File: config.mk
export PLATFORM = sky130hd
export DESIGN_NAME = opl3_axi4lite_bridge
export DESIGN_NICKNAME = d
export VERILOG_FILES = /design/src/rtl/opl3_axi4lite_bridge.sv
export SDC_FILE = /design/constraint.sdc
export NUM_CORES = 1
export LEC_CHECK = 0
export CORE_ASPECT_RATIO = 2
export CORE_MARGIN = 3
export CORE_UTILIZATION = 45
export CTS_CLUSTER_SIZE = 28
export DETAILED_ROUTE_END_ITERATION = 10
export PLACE_DENSITY = 0.68
export SLEW_MARGIN = 0
export SYNTH_ARGS = -nofsm -noshare
export SYNTH_HDL_FRONTEND = slang
export SYNTH_SLANG_ARGS = --single-unit
File: constraint.sdc
create_clock -name clk_i -period 4.57 [get_ports clk_i]
set_input_delay 0.457 -clock clk_i [delete_from_list [all_inputs] [get_ports clk_i]]
set_output_delay 0.457 -clock clk_i [all_outputs]
set_load 0.03 [all_outputs]
File: src/rtl/opl3_axi4lite_bridge.sv
// opl3_axi4lite_bridge
// AXI4-Lite slave that queues CPU register writes and replays them as
// paced one-cycle write strobes towards one or more OPL3 synthesis cores.
// Also provides a status word (FIFO state and drop counter) and a
// control register that flushes the queue.
module opl3_axi4lite_bridge #(
  parameter int NUM_CORES  = 1,
  parameter int FIFO_DEPTH = 16,
  parameter int WR_GAP     = 4
) (
  input  logic                 clk_i,
  input  logic                 rst_i,
  input  logic                 cfg_awvalid_i,
  output logic                 cfg_awready_o,
  input  logic [31:0]          cfg_awaddr_i,
  input  logic                 cfg_wvalid_i,
  output logic                 cfg_wready_o,
  input  logic [31:0]          cfg_wdata_i,
  input  logic [3:0]           cfg_wstrb_i,
  output logic                 cfg_bvalid_o,
  input  logic                 cfg_bready_i,
  output logic [1:0]           cfg_bresp_o,
  input  logic                 cfg_arvalid_i,
  output logic                 cfg_arready_o,
  input  logic [31:0]          cfg_araddr_i,
  output logic                 cfg_rvalid_o,
  input  logic                 cfg_rready_i,
  output logic [31:0]          cfg_rdata_o,
  output logic [1:0]           cfg_rresp_o,
  output logic [NUM_CORES-1:0] opl3_we_o,
  output logic [8:0]           opl3_adr_o,
  output logic [7:0]           opl3_data_o
);

  localparam int CORE_W = (NUM_CORES > 1) ? $clog2(NUM_CORES) : 1;
  localparam int PTR_W  = $clog2(FIFO_DEPTH);
  localparam int ENT_W  = CORE_W + 17;

  localparam logic [1:0] RESP_OKAY   = 2'b00;
  localparam logic [1:0] RESP_SLVERR = 2'b10;

  typedef enum logic [1:0] {
    S_IDLE  = 2'd0,
    S_WRITE = 2'd1,
    S_GAP   = 2'd2
  } state_t;

  // Fill level reported in an 8-bit status field, clipped at 255.
  function automatic logic [7:0] sat_fill(input logic [PTR_W:0] lvl);
    if (int'(lvl) > 255) return 8'hFF;
    else                 return 8'(lvl);
  endfunction

  // Drop counter sticks at its maximum instead of wrapping.
  function automatic logic [15:0] sat_inc16(input logic [15:0] v);
    return (v == 16'hFFFF) ? v : v + 16'd1;
  endfunction

  // Write-channel holding registers
  logic             aw_held_q;
  logic [15:2]      awaddr_q;
  logic             w_held_q;
  logic [7:0]       wdata_q;
  logic             wstrb0_q;

  // Response / read registers
  logic             bvalid_q;
  logic [1:0]       bresp_q;
  logic             rvalid_q;
  logic [31:0]      rdata_q;
  logic [15:0]      drop_q;

  // Write queue
  logic [ENT_W-1:0] mem_q [FIFO_DEPTH];
  logic [PTR_W:0]   wr_ptr_q;
  logic [PTR_W:0]   rd_ptr_q;

  // Drain engine
  state_t                state_q;
  logic [7:0]            gap_q;
  logic [NUM_CORES-1:0]  we_q;
  logic [8:0]            adr_q;
  logic [7:0]            data_q;

  // Combinational decode
  logic             aw_acc, w_acc, aw_have, w_have;
  logic [15:2]      cur_addr;
  logic [7:0]       cur_data;
  logic             cur_strb0;
  logic [3:0]       core_field;
  logic             core_ok, is_ctrl, is_push;
  logic             commit, do_push, do_flush, do_drop;
  logic [PTR_W:0]   fifo_level;
  logic             fifo_empty, fifo_full, pop;
  logic [ENT_W-1:0] push_ent, head_ent;
  logic [CORE_W-1:0] head_core;
  logic [31:0]      status_word;
  logic             ar_acc;
  logic             unused_bits;

  assign aw_acc  = cfg_awvalid_i & ~aw_held_q;
  assign w_acc   = cfg_wvalid_i  & ~w_held_q;
  // A channel arriving this cycle counts as present, so AW+W together
  // commit on the very edge they are accepted.
  assign aw_have = aw_held_q | aw_acc;
  assign w_have  = w_held_q  | w_acc;

  assign cur_addr  = aw_held_q ? awaddr_q : cfg_awaddr_i[15:2];
  assign cur_data  = w_held_q  ? wdata_q  : cfg_wdata_i[7:0];
  assign cur_strb0 = w_held_q  ? wstrb0_q : cfg_wstrb_i[0];

  // The whole field between the register index and the space bit selects
  // the core, so out-of-range core numbers beyond CORE_W are rejected too.
  assign core_field = cur_addr[14:11];
  assign core_ok    = ({28'd0, core_field} < 32'(NUM_CORES));
  assign is_ctrl    = cur_addr[15];
  assign is_push    = ~is_ctrl & core_ok & cur_strb0;

  assign fifo_level = wr_ptr_q - rd_ptr_q;
  assign fifo_empty = (wr_ptr_q == rd_ptr_q);
  assign fifo_full  = (wr_ptr_q[PTR_W] != rd_ptr_q[PTR_W]) &&
                      (wr_ptr_q[PTR_W-1:0] == rd_ptr_q[PTR_W-1:0]);

  // Only pushing commits wait for room; control and dropped writes never do.
  assign commit   = aw_have & w_have & ~bvalid_q & (~is_push | ~fifo_full);
  assign do_push  = commit & is_push;
  assign do_flush = commit & is_ctrl & cur_data[0];
  assign do_drop  = commit & ~is_ctrl & ~is_push;

  assign push_ent  = {core_field[CORE_W-1:0], cur_addr[10:2], cur_data};
  assign head_ent  = mem_q[rd_ptr_q[PTR_W-1:0]];
  assign head_core = head_ent[ENT_W-1 -: CORE_W];

  // A flush in the same cycle also cancels a pop, so nothing queued
  // before the flush reaches a core.
  assign pop = (state_q == S_IDLE) & ~fifo_empty & ~do_flush;

  assign status_word = {drop_q, sat_fill(fifo_level), 6'd0, fifo_full, fifo_empty};
  assign ar_acc      = cfg_arvalid_i & ~rvalid_q;

  assign cfg_awready_o = ~aw_held_q;
  assign cfg_wready_o  = ~w_held_q;
  assign cfg_bvalid_o  = bvalid_q;
  assign cfg_bresp_o   = bresp_q;
  assign cfg_arready_o = ~rvalid_q;
  assign cfg_rvalid_o  = rvalid_q;
  assign cfg_rdata_o   = rdata_q;
  assign cfg_rresp_o   = RESP_OKAY;
  assign opl3_we_o     = we_q;
  assign opl3_adr_o    = adr_q;
  assign opl3_data_o   = data_q;

  assign unused_bits = ^{cfg_awaddr_i[31:16], cfg_awaddr_i[1:0],
                         cfg_wdata_i[31:8], cfg_wstrb_i[3:1],
                         cfg_araddr_i[31:16], cfg_araddr_i[14:0]};

  // Track which write channels are parked waiting for their partner.
  always_ff @(posedge clk_i) begin
    if (rst_i) begin
      aw_held_q <= 1'b0;
      w_held_q  <= 1'b0;
    end else begin
      if (commit)      aw_held_q <= 1'b0;
      else if (aw_acc) aw_held_q <= 1'b1;
      if (commit)      w_held_q  <= 1'b0;
      else if (w_acc)  w_held_q  <= 1'b1;
    end
  end

  // Capture address and data payloads as each channel is accepted.
  always_ff @(posedge clk_i) begin
    if (aw_acc) awaddr_q <= cfg_awaddr_i[15:2];
    if (w_acc) begin
      wdata_q  <= cfg_wdata_i[7:0];
      wstrb0_q <= cfg_wstrb_i[0];
    end
  end

  // Write response: raised by a commit, lowered by the B handshake.
  always_ff @(posedge clk_i) begin
    if (rst_i) begin
      bvalid_q <= 1'b0;
      bresp_q  <= RESP_OKAY;
    end else if (commit) begin
      bvalid_q <= 1'b1;
      bresp_q  <= (~is_ctrl & ~core_ok) ? RESP_SLVERR : RESP_OKAY;
    end else if (cfg_bready_i) begin
      bvalid_q <= 1'b0;
    end
  end

  // Count writes that were acknowledged but not queued.
  always_ff @(posedge clk_i) begin
    if (rst_i || do_flush) drop_q <= 16'd0;
    else if (do_drop)      drop_q <= sat_inc16(drop_q);
  end

  // Queue pointers; the extra MSB separates full from empty.
  always_ff @(posedge clk_i) begin
    if (rst_i || do_flush) begin
      wr_ptr_q <= '0;
      rd_ptr_q <= '0;
    end else begin
      if (do_push) wr_ptr_q <= wr_ptr_q + {{PTR_W{1'b0}}, 1'b1};
      if (pop)     rd_ptr_q <= rd_ptr_q + {{PTR_W{1'b0}}, 1'b1};
    end
  end

  // Queue storage.
  always_ff @(posedge clk_i) begin
    if (do_push) mem_q[wr_ptr_q[PTR_W-1:0]] <= push_ent;
  end

  // Read channel: status snapshot or zero, held until R handshake.
  always_ff @(posedge clk_i) begin
    if (rst_i) begin
      rvalid_q <= 1'b0;
      rdata_q  <= 32'd0;
    end else if (ar_acc) begin
      rvalid_q <= 1'b1;
      rdata_q  <= cfg_araddr_i[15] ? status_word : 32'd0;
    end else if (cfg_rready_i) begin
      rvalid_q <= 1'b0;
    end
  end

  // Drain engine: pop, strobe one core for a cycle, then idle WR_GAP cycles.
  always_ff @(posedge clk_i) begin
    if (rst_i) begin
      state_q <= S_IDLE;
      gap_q   <= 8'd0;
      we_q    <= '0;
      adr_q   <= 9'd0;
      data_q  <= 8'd0;
    end else begin
      we_q <= '0;
      case (state_q)
        S_IDLE: begin
          if (pop) begin
            state_q <= S_WRITE;
            we_q    <= NUM_CORES'(1) << head_core;
            adr_q   <= head_ent[16:8];
            data_q  <= head_ent[7:0];
          end
        end
        S_WRITE: begin
          if (do_flush || WR_GAP == 0) begin
            state_q <= S_IDLE;
          end else begin
            state_q <= S_GAP;
            gap_q   <= 8'(WR_GAP - 1);
          end
        end
        S_GAP: begin
          if (do_flush || gap_q == 8'd0) state_q <= S_IDLE;
          else                           gap_q   <= gap_q - 8'd1;
        end
        default: state_q <= S_IDLE;
      endcase
    end
  end

endmodule

== Word-level counts from Yosys, hierarchy flattened ==
Memories as Yosys holds them, arrays and structs flattened. A register that Yosys moved wholly into a read port is not among the register bits.
Index checks and enable logic that the tools add are counted.
Word-level totals
  register bits after elaboration: 115
  bits in latches: 0
  memory bits (writable): 288
  ROM bits: 0
  input port bits: 107
  output and inout port bits: 59
  logic and storage cells: 101
  memories kept: 1
Operators by class
  add/sub/neg operators: 5
  multipliers: 0
  div/mod/pow operators: 0
  order comparisons: 1
  equality and inequality tests: 10
  shift operators: 1
  multiplexer cells: 20
  bitwise logic cells: 32
  reductions and logical operators: 14
Memories
  mem_q: words 16, bits a word 18, rd ports 1, clocked after memory_dff 1, wr ports 1, RTL line 74  | logic [ENT_W-1:0] mem_q [FIFO_DEPTH];
Operator list (count)
  $mux 32: 1
  $mux 8: 3
  $add 16x1->16 const B: 1
  $and 1x1->1: 16
  $eq 16x16->1 const B: 1
  $pmux 8 s2: 1
  $mux 14: 1
  $not 1->1: 13
  $add 5x1->5 const B: 2
  $logic_not 8->1: 1
  $mux 2: 4
  $mux 4: 2
  $ne 2x2->1 const B: 4
  $sub 8x1->8 const B: 1
  $mux 1: 7
  $pmux 2 s3: 1
  $reduce_and 2->1: 3
  $reduce_bool 2->1: 3
  $eq 5x5->1: 1
  $sub 5x5->5: 1
  $eq 4x4->1: 1
  $lt 4x1->1 const B: 1
  $or 1x1->1: 3
  $reduce_and 3->1: 1
  other kinds (9): 10

== Longest topological paths before layout ==
Gate-level depths: netlist of the first run.
  word-level depth: 13
  gate-level depth with buffers: 9
  depth with buffers taken out: 9

== Worst setup path after synthesis of the first run ==
No wires, ideal clock.
  path type: input -> register
  from: input port cfg_awaddr_i[14]
  to: memory mem_q[3][0] (netlist bit) (enable)
  library setup time: 0.416 ns
  arrival time: 3.063 ns
  required time: 4.154 ns
  path slack: 1.091 ns
  stages: 6
  path buffers: 1
  cell sequence: or4_1 > a211o_1 > and4bb_1 > buf_4 > nand2_1 > nor3_1
Between the ends
  cells in the longest elaborated chain, start to end: 10
RTL lines
  from (decl): RTL line 15  | input logic [31:0] cfg_awaddr_i,
  $mux 14 (*): RTL line 108  | assign cur_addr = aw_held_q ? awaddr_q : cfg_awaddr_i[15:2];
  $lt 4x1->1 (*): RTL line 115  | assign core_ok = ({28'd0, core_field} < 32'(NUM_CORES));
  $and 1x1->1 (*) (2 in series): RTL line 117  | assign is_push = ~is_ctrl & core_ok & cur_strb0;
  $not 1->1: RTL line 125  | assign commit = aw_have & w_have & ~bvalid_q & (~is_push | ~fifo_full);
  $or 1x1->1: RTL line 125
  $and 1x1->1: RTL line 125
  $and 1x1->1 (*): RTL line 126  | assign do_push = commit & is_push;
  $mux 1 (*): RTL line 211  | if (do_push) mem_q[wr_ptr_q[PTR_W-1:0]] <= push_ent;
  $mux 1 (implied by the code) (*): RTL line 211
  to (decl): RTL line 74
Every way passes the cells marked *; elsewhere a longest branch is shown, timed or not.

== Final worst setup path of the first run ==
  from: register aw_held_q
  to: memory mem_q[15][2] (netlist bit) (enable)
Between the ends
  cells in the longest elaborated chain, start to end: 10
  elaborated cells on any way between the ends: 16
  classes of those cells: order compare (1); mux (3); bitwise (12)
RTL lines
  from (decl): RTL line 60  | logic aw_held_q;
  from (signal assigned): RTL line 160  | aw_held_q <= 1'b0;
  from (signal assigned): RTL line 163  | if (commit) aw_held_q <= 1'b0;
  from (signal assigned): RTL line 164  | else if (aw_acc) aw_held_q <= 1'b1;
  $mux 14: RTL line 108
  $lt 4x1->1 or $not 1->1 (tied branches): RTL line 115, 117
  $and 1x1->1 (2 in series): RTL line 117
  $not 1->1: RTL line 125
  $or 1x1->1: RTL line 125
  $and 1x1->1: RTL line 125
  $and 1x1->1 (*): RTL line 126
  $mux 1 (*): RTL line 211
  $mux 1 (implied by the code) (*): RTL line 211
Marked as above.

==> results of run 1 <==
final cells by class:
cell class / count / area (um2)
Clock inverter: 21 / 212.7
Tap cell: 441 / 551.8
Sequential cell: 397 / 11070
Inverter: 17 / 63.81
Timing Repair Buffer: 105 / 1018
Multi-Input combinational cell: 491 / 4308
Fill cell: 2832 / 16190
Clock buffer: 42 / 944.7
power groups by stage:
stage,registers (W),clock network [W],logic [W]
after floorplan,0.00425,0,0.000958
final,0.00419,0.00297,0.00128
after CTS,0.00420,0.00304,0.00131
after global placement,0.00428,0,0.00128
after global routing,0.00422,0.00316,0.00140
after detailed placement,0.00428,0,0.00130
registers in the layout (all words and copies together) (netlist names), 2 cells and up, named ones only:
signal	flops
wr_ptr_q	5
wdata_q	8
rd_ptr_q	5
gap_q	8
state_q	2
opl3_data_o	8
mem_q	288
drop_q	16
awaddr_q	14
opl3_adr_o	9
cfg_rdata_o	23
worst max-delay path: cells and delay by family (launching register included):
family | cells | cell delay [ps]
AOI/OAI and AO/OA | 1 | 380
DFF | 1 | 560
and+or+nand+nor | 3 | 1940
stage by stage:
| stage | worst slack, ps | cells | hold WS, ps | area [um2] | util, % |
|---|---|---|---|---|---|
| finish | 1298 | 1514 | 456.0 | 18160 | 52.88 |
| global route | 1084 | 1514 | 477.0 | 18160 | 52.88 |
| CTS | 1252 | 1514 | 459.1 | 18160 | 52.88 |
| detailed placement | 940.0 | 1451 | 445.1 | 17010 | 49.51 |
| global placement | 993.9 | 1451 | 441.9 | 17010 | 49.51 |
| floorplan | 1091 | 964 | 451.5 | 15720 | - |
cell usage after synthesis (2+ instances only):
cell type  instances  area, um2
a211oi_1           2      15.01
a21o_1             2      15.01
a21oi_1           48      240.2
a22o_1            17      148.9
a22oi_1           34      255.2
a311oi_1           2      17.52
and2_1             4      25.02
and3_1            18      112.6
buf_1              5      18.77
buf_2             10      50.05
buf_4             13      97.59
clkbuf_1          30      112.6
dfxtp_1           86       1722
edfxtp_1         311       9339
ha_1              15      187.7
inv_1             17      63.81
mux2_2            18      202.7
mux2i_1           10      100.1
mux4_2            72       1622
nand2_1           63      236.5
nand2b_1           8      50.05
nand3_1           32      160.2
nand3b_1           2      15.01
nand4_1            7      43.79
nor2_1            25      93.84
nor2_2             2      12.51
nor2b_1           10      62.56
nor3_1             6      30.03
nor4_1             3      18.77
o21a_1             2      15.01
o21ai_0           15      75.07
o31ai_1            7      52.55
o41a_1             2      22.52
o41ai_1            2      17.52
or2_2              2      12.51
or3_1             14      87.58
or4_1              9      67.56
xnor2_1            4      35.03
xor2_1             4      35.03
cell families (layout without fill, tap and decap cells):
kind of cell             after synthesis  count (layout)  share of synthesized area (%)
AO/OA/AOI/OAI                        141             141                          5.987
XOR/XNOR                               8               8                         0.4470
adder cells (fa/ha/maj)               16              16                          1.325
buffers and inverters                 76             185                          2.259
flip-flops                           397             397                          70.57
multiplexers                         100             100                          12.28
other                                  1              12                        0.02393
AND/OR/NAND/NOR                      214             214                          7.113
routing by layer:
metal,vias to the layer above,share of wire (%)
met5,-,0
met2,242,54
li1,3934,-
met3,81,4.4
met4,0,5.0
met1,4338,37
worst paths after layout:
path                   startpoint               to  slack, ps  depth (start not counted)
hold reg to reg   cfg_rdata_o[29]  cfg_rdata_o[29]        460                          2
setup / recovery        aw_held_q     mem_q[15][2]       1300                          4
hold / removal    cfg_rdata_o[29]  cfg_rdata_o[29]        460                          2
setup reg to reg        aw_held_q     mem_q[15][2]       1300                          4
==> summary.txt, run 1 <==
Status = finished clean
Synth cell types = 59
All-layer global routing usage = 18.52%
Worst-path fanout max = 19
Clk sinks = 397
Vias per cell = 5.677
Critical path class = reg2reg
TritonRoute pass-1 iters = 4
Initial antenna violation count = 0
Sw Ratio = 24.91%
Power share of the combinational group = 15.2%
Switch Pwr = 0.002104 W
P&R area growth vs syn = 15.89%
Avg Cell Area, Syn = 16.45 um2
Commonest cells after routing, fill and taps aside = 311 x edfxtp_1, 84 x dfxtp_1, 77 x clkdlybuf4s50_1, 72 x mux4_2, 63 x nand2_1
TritonCTS clock tree = done
Hold Path Class = reg2reg
I/O pins = 166
Fin crit share = 71.59%
Max_cap viols = 0
Share of layout cells above drive strength 1 = 16.96%
Met3 Usage GRT = 2.834%
First-pass GRT wire length = 51.60 mm
DR iter-0 viols = 467
Max frequency = 305.7 MHz
HPWL after DPL = 20.33 mm
Gr ovfl total = 0
Clk_lat worst skew = 530 ps
TritonCTS Buffers = 35
Final setup violating endpoints = 0
Routed WL per cell = 22.22 um
Final ANT Viol Nets = 0
Clock Skews = 31.61 ps
Die Y-Extent = 269.9 um
Slowest CP cell = and3_2
Worst path max stage delay = 760 ps
DRC Markers = 0
Post-Route WL = 33.64 mm
Reg power frac = 49.6%
Core Rows = 96
CTS clk-pin slew, worst paths = 70 ps
Slew Viols, Final = 0
VDD IR-drop max = 0.0003431 V
H-tree depth = 2
Int Pwr = 0.006342 W
Syn. warnings = 0
Total Power = 0.008446 W
ANT cells = 0
Full die area = 0.03724 mm2
RSZ-0062 raised after global routing = no
P_leak = 5.804 nW
Synthesized area = 0.01567 mm2
Commonest non-fill, non-tap cell in the layout = edfxtp_1
Clock group share of total power = 35.2%
Setup Fix Bufs, Post-CTS = 0
Worst-Margin Slew = 1130 ps
Sequential share of the synthesized area = 70.57%
Final Hold Viols = 0
Final #Nets = 1,170
Post-cts gate resize count = 0
Initial core utilization = 45.63%
Post-synth EDFFs = 311
CP arrival = 3410 ps
Min Tclk post-route = 3272 ps
Hold_buf cts = 0
CTS root buffer = clkbuf_16
#FFs+latches synth = 397
Worst path required time = 4710 ps
Largest net degree at the start of global routing = 38
GRT Max-Usage Layer = met2
Chip Width = 138.0 um
DR vias = 8,595
Setup TNS = 0 ps
Crit path launch type = flop
Worst slew margin = 24.31%
CP endpoint kind = flop
Final GP Congestion = 0.8074
Routing usage on met2 = 32.58%
CORE AREA = 0.03435 mm2
Syn Inst Count = 953
Cell breakdown of the critical path = or4b_1, a211o_1, and4bb_1, and3_2
Power per Cell Area = 465.0 mW/mm2
Port Buffers = 77
Fraction of registers with async set or reset after synthesis = 0%
Grt met1 use = 21.78%
Synth Flop Type = edfxtp_1
Vias in the first global route = 8,956
CTS max path bufs = 3
No activity file was read; power rests on OpenSTA's default activity.
==> inputs of run 2 (changes only) <==
Settings changed: PLACE_DENSITY 0.68 to 0.7.
Clock period 4.57 ns to 3 ns, I/O delays scaled along.
==> run 2 against run 1 <==
Against the previous run:
- combinational power up 67%
- first-iteration DRC count rose by 1.9%
- routed wire length is 3.8% higher
- core utilization up 1.0 points
- register-to-register slack got worse by 880 ps
==> summary.txt, run 2 (synthesis gave the netlist of run 1 again) <==
Status = finished clean (unchanged)
Die Y-Extent = 269.9 um (unchanged)
Placed cell count = 1,476 (was 1,451)
Worst path max stage delay = 610 ps (was 760 ps)
Reg power frac = 49.2% (was 49.6%)
RSZ-0062 raised after global routing = no (unchanged)
Layout Cells excl Fill = 1,537 (was 1,514)
Hold Path Class = in2reg (was reg2reg)
Int Pwr = 0.009618 W (was 0.006342 W)
Worst path required time = 3460 ps (was 4710 ps)
Min Tclk post-route = 2577 ps (was 3272 ps)
Post-Route WL = 34.91 mm (was 33.64 mm)
P&R area growth vs syn = 18.17% (was 15.89%)
Switch Pwr = 0.003194 W (was 0.002104 W)
Total Power = 0.01281 W (was 0.008446 W)
Initial core utilization = 45.63% (unchanged)
Share of layout cells above drive strength 1 = 18.70% (was 16.96%)
Cell breakdown of the critical path = buf_4, mux2_2, nor3_2, nand4_1, or4_1, a21oi_1 (was or4b_1, a211o_1, and4bb_1, and3_2)
Hold_buf cts = 0 (unchanged)
Clock Skews = 16.08 ps (was 31.61 ps)
Fin util = 53.92% (was 52.88%)
Slew Viols, Final = 0 (unchanged)
CTS max path bufs = 3 (unchanged)
Core Rows = 96 (unchanged)
Routed WL per cell = 22.71 um (was 22.22 um)
Max reg flops = 288 (unchanged)
Setup TNS = 0 ps (unchanged)
Crit path launch type = flop (unchanged)
P_leak = 5.951 nW (was 5.804 nW)
Largest net degree at the start of global routing = 37 (was 38)
Power per Cell Area = 691.7 mW/mm2 (was 465.0 mW/mm2)
Max frequency = 388.1 MHz (was 305.7 MHz)
All-layer global routing usage = 19.29% (was 18.52%)
First-pass GRT wire length = 53.96 mm (was 51.60 mm)
Sw Ratio = 24.93% (was 24.91%)
Slowest CP cell = or4_1 (was and3_2)
DR iter-0 viols = 476 (was 467)
Chip Width = 138.0 um (unchanged)
Vias per cell = 5.736 (was 5.677)
Clk sinks = 397 (unchanged)
Worst slew margin = 28.24% (was 24.31%)
Fin crit share = 85.89% (was 71.59%)
Critical path class = reg2reg (unchanged)
CTS clk-pin slew, worst paths = 70 ps (about the same)
I/O pins = 166 (unchanged)
Final WS setup = 423.4 ps (was 1298 ps)
Port Buffers = 77 (unchanged)
Worst-path fanout max = 9 (was 19)
Worst path top cell family by delay = simple AND/OR/NAND/NOR gates (unchanged)
Worst slack, placed = 143.8 ps (was 940.0 ps)
Clk_lat worst skew = 530 ps (about the same)
H-tree depth = 2 (unchanged)
CTS root buffer = clkbuf_16 (unchanged)
Post-cts gate resize count = 0 (unchanged)
CP arrival = 3030 ps (was 3410 ps)
CP endpoint kind = flop (unchanged)
Setup Fix Bufs, Post-CTS = 0 (unchanged)
Final setup violating endpoints = 0 (unchanged)
VDD IR-drop max = 0.0005211 V (was 0.0003431 V)
Max_cap viols = 0 (unchanged)
Commonest non-fill, non-tap cell in the layout = edfxtp_1 (unchanged)
Final GP Congestion = 0.7753 (was 0.8074)
Reg2Reg Setup Slack = 420 ps (was 1300 ps)
Final Hold Viols = 0 (unchanged)
Initial antenna violation count = 0 (unchanged)
DR vias = 8,817 (was 8,595)
Clock group share of total power = 34.1% (was 35.2%)
CORE AREA = 0.03435 mm2 (unchanged)
Gr ovfl total = 0 (unchanged)
HPWL after DPL = 22.98 mm (was 20.33 mm)
Final #Nets = 1,194 (was 1,170)
TritonCTS clock tree = done (unchanged)
Power share of the combinational group = 16.7% (was 15.2%)
Full die area = 0.03724 mm2 (unchanged)
TritonCTS Buffers = 34 (was 35)
ANT cells = 0 (unchanged)
Commonest cells after routing, fill and taps aside = 311 x edfxtp_1, 84 x dfxtp_1, 77 x clkdlybuf4s50_1, 72 x mux4_2, 63 x nand2_1 (unchanged)
TritonRoute pass-1 iters = 6 (was 4)
Crit path buffers/inverters = 1 (was 0)
Final ANT Viol Nets = 0 (unchanged)
Vias in the first global route = 9,276 (was 8,956)
DRC Markers = 0 (unchanged)
Worst-Margin Slew = 1075 ps (was 1130 ps)
run 2: layout make-up:
class / count / area (um2)
Inverter: 17 / 63.81
Clock inverter: 16 / 171.4
Tap cell: 441 / 551.8
Multi-Input combinational cell: 491 / 4314
Timing Repair Buffer: 130 / 1431
Fill cell: 2760 / 15830
Clock buffer: 45 / 923.4
Sequential cell: 397 / 11070
run 2: layer usage:
metal | routed length (um) | track usage [%] | up-vias
li1 | - | - | 3969
met3 | 1891 | 3.300 | 85
met5 | 0 | 0 | -
met4 | 1746 | 9.266 | 0
met2 | 19070 | 34.59 | 300
met1 | 12200 | 21.79 | 4463
run 2: power by group through the flow:
stage | Combinational, W | Clock (W) | Sequential (W)
6_report | 0.00214 | 0.00437 | 0.00630
5_1_grt | 0.00235 | 0.00465 | 0.00633
4_1_cts | 0.00218 | 0.00447 | 0.00630
3_5_place_dp | 0.00217 | 0 | 0.00642
3_3_place_gp | 0.00213 | 0 | 0.00642
2_1_floorplan | 0.00146 | 0 | 0.00648
run 2: stage by stage:
step	cell area [um2]	hold slack, ps
after floorplan	15720	398.9
after global placement	17430	442.6
after detailed placement	17430	445.5
after CTS	18520	329.1
after global routing	18520	345.9
final	18520	348.9
run 2: final timing paths:
| check | endpoint | cells after the start | start |
|---|---|---|---|
| setup / recovery | drop_q[13] | 6 | aw_held_q |
| hold / removal | awaddr_q[6] | 1 | cfg_awaddr_i[6] |
| setup reg to reg | drop_q[13] | 6 | aw_held_q |
| hold reg to reg | cfg_rdata_o[29] | 2 | cfg_rdata_o[29] |
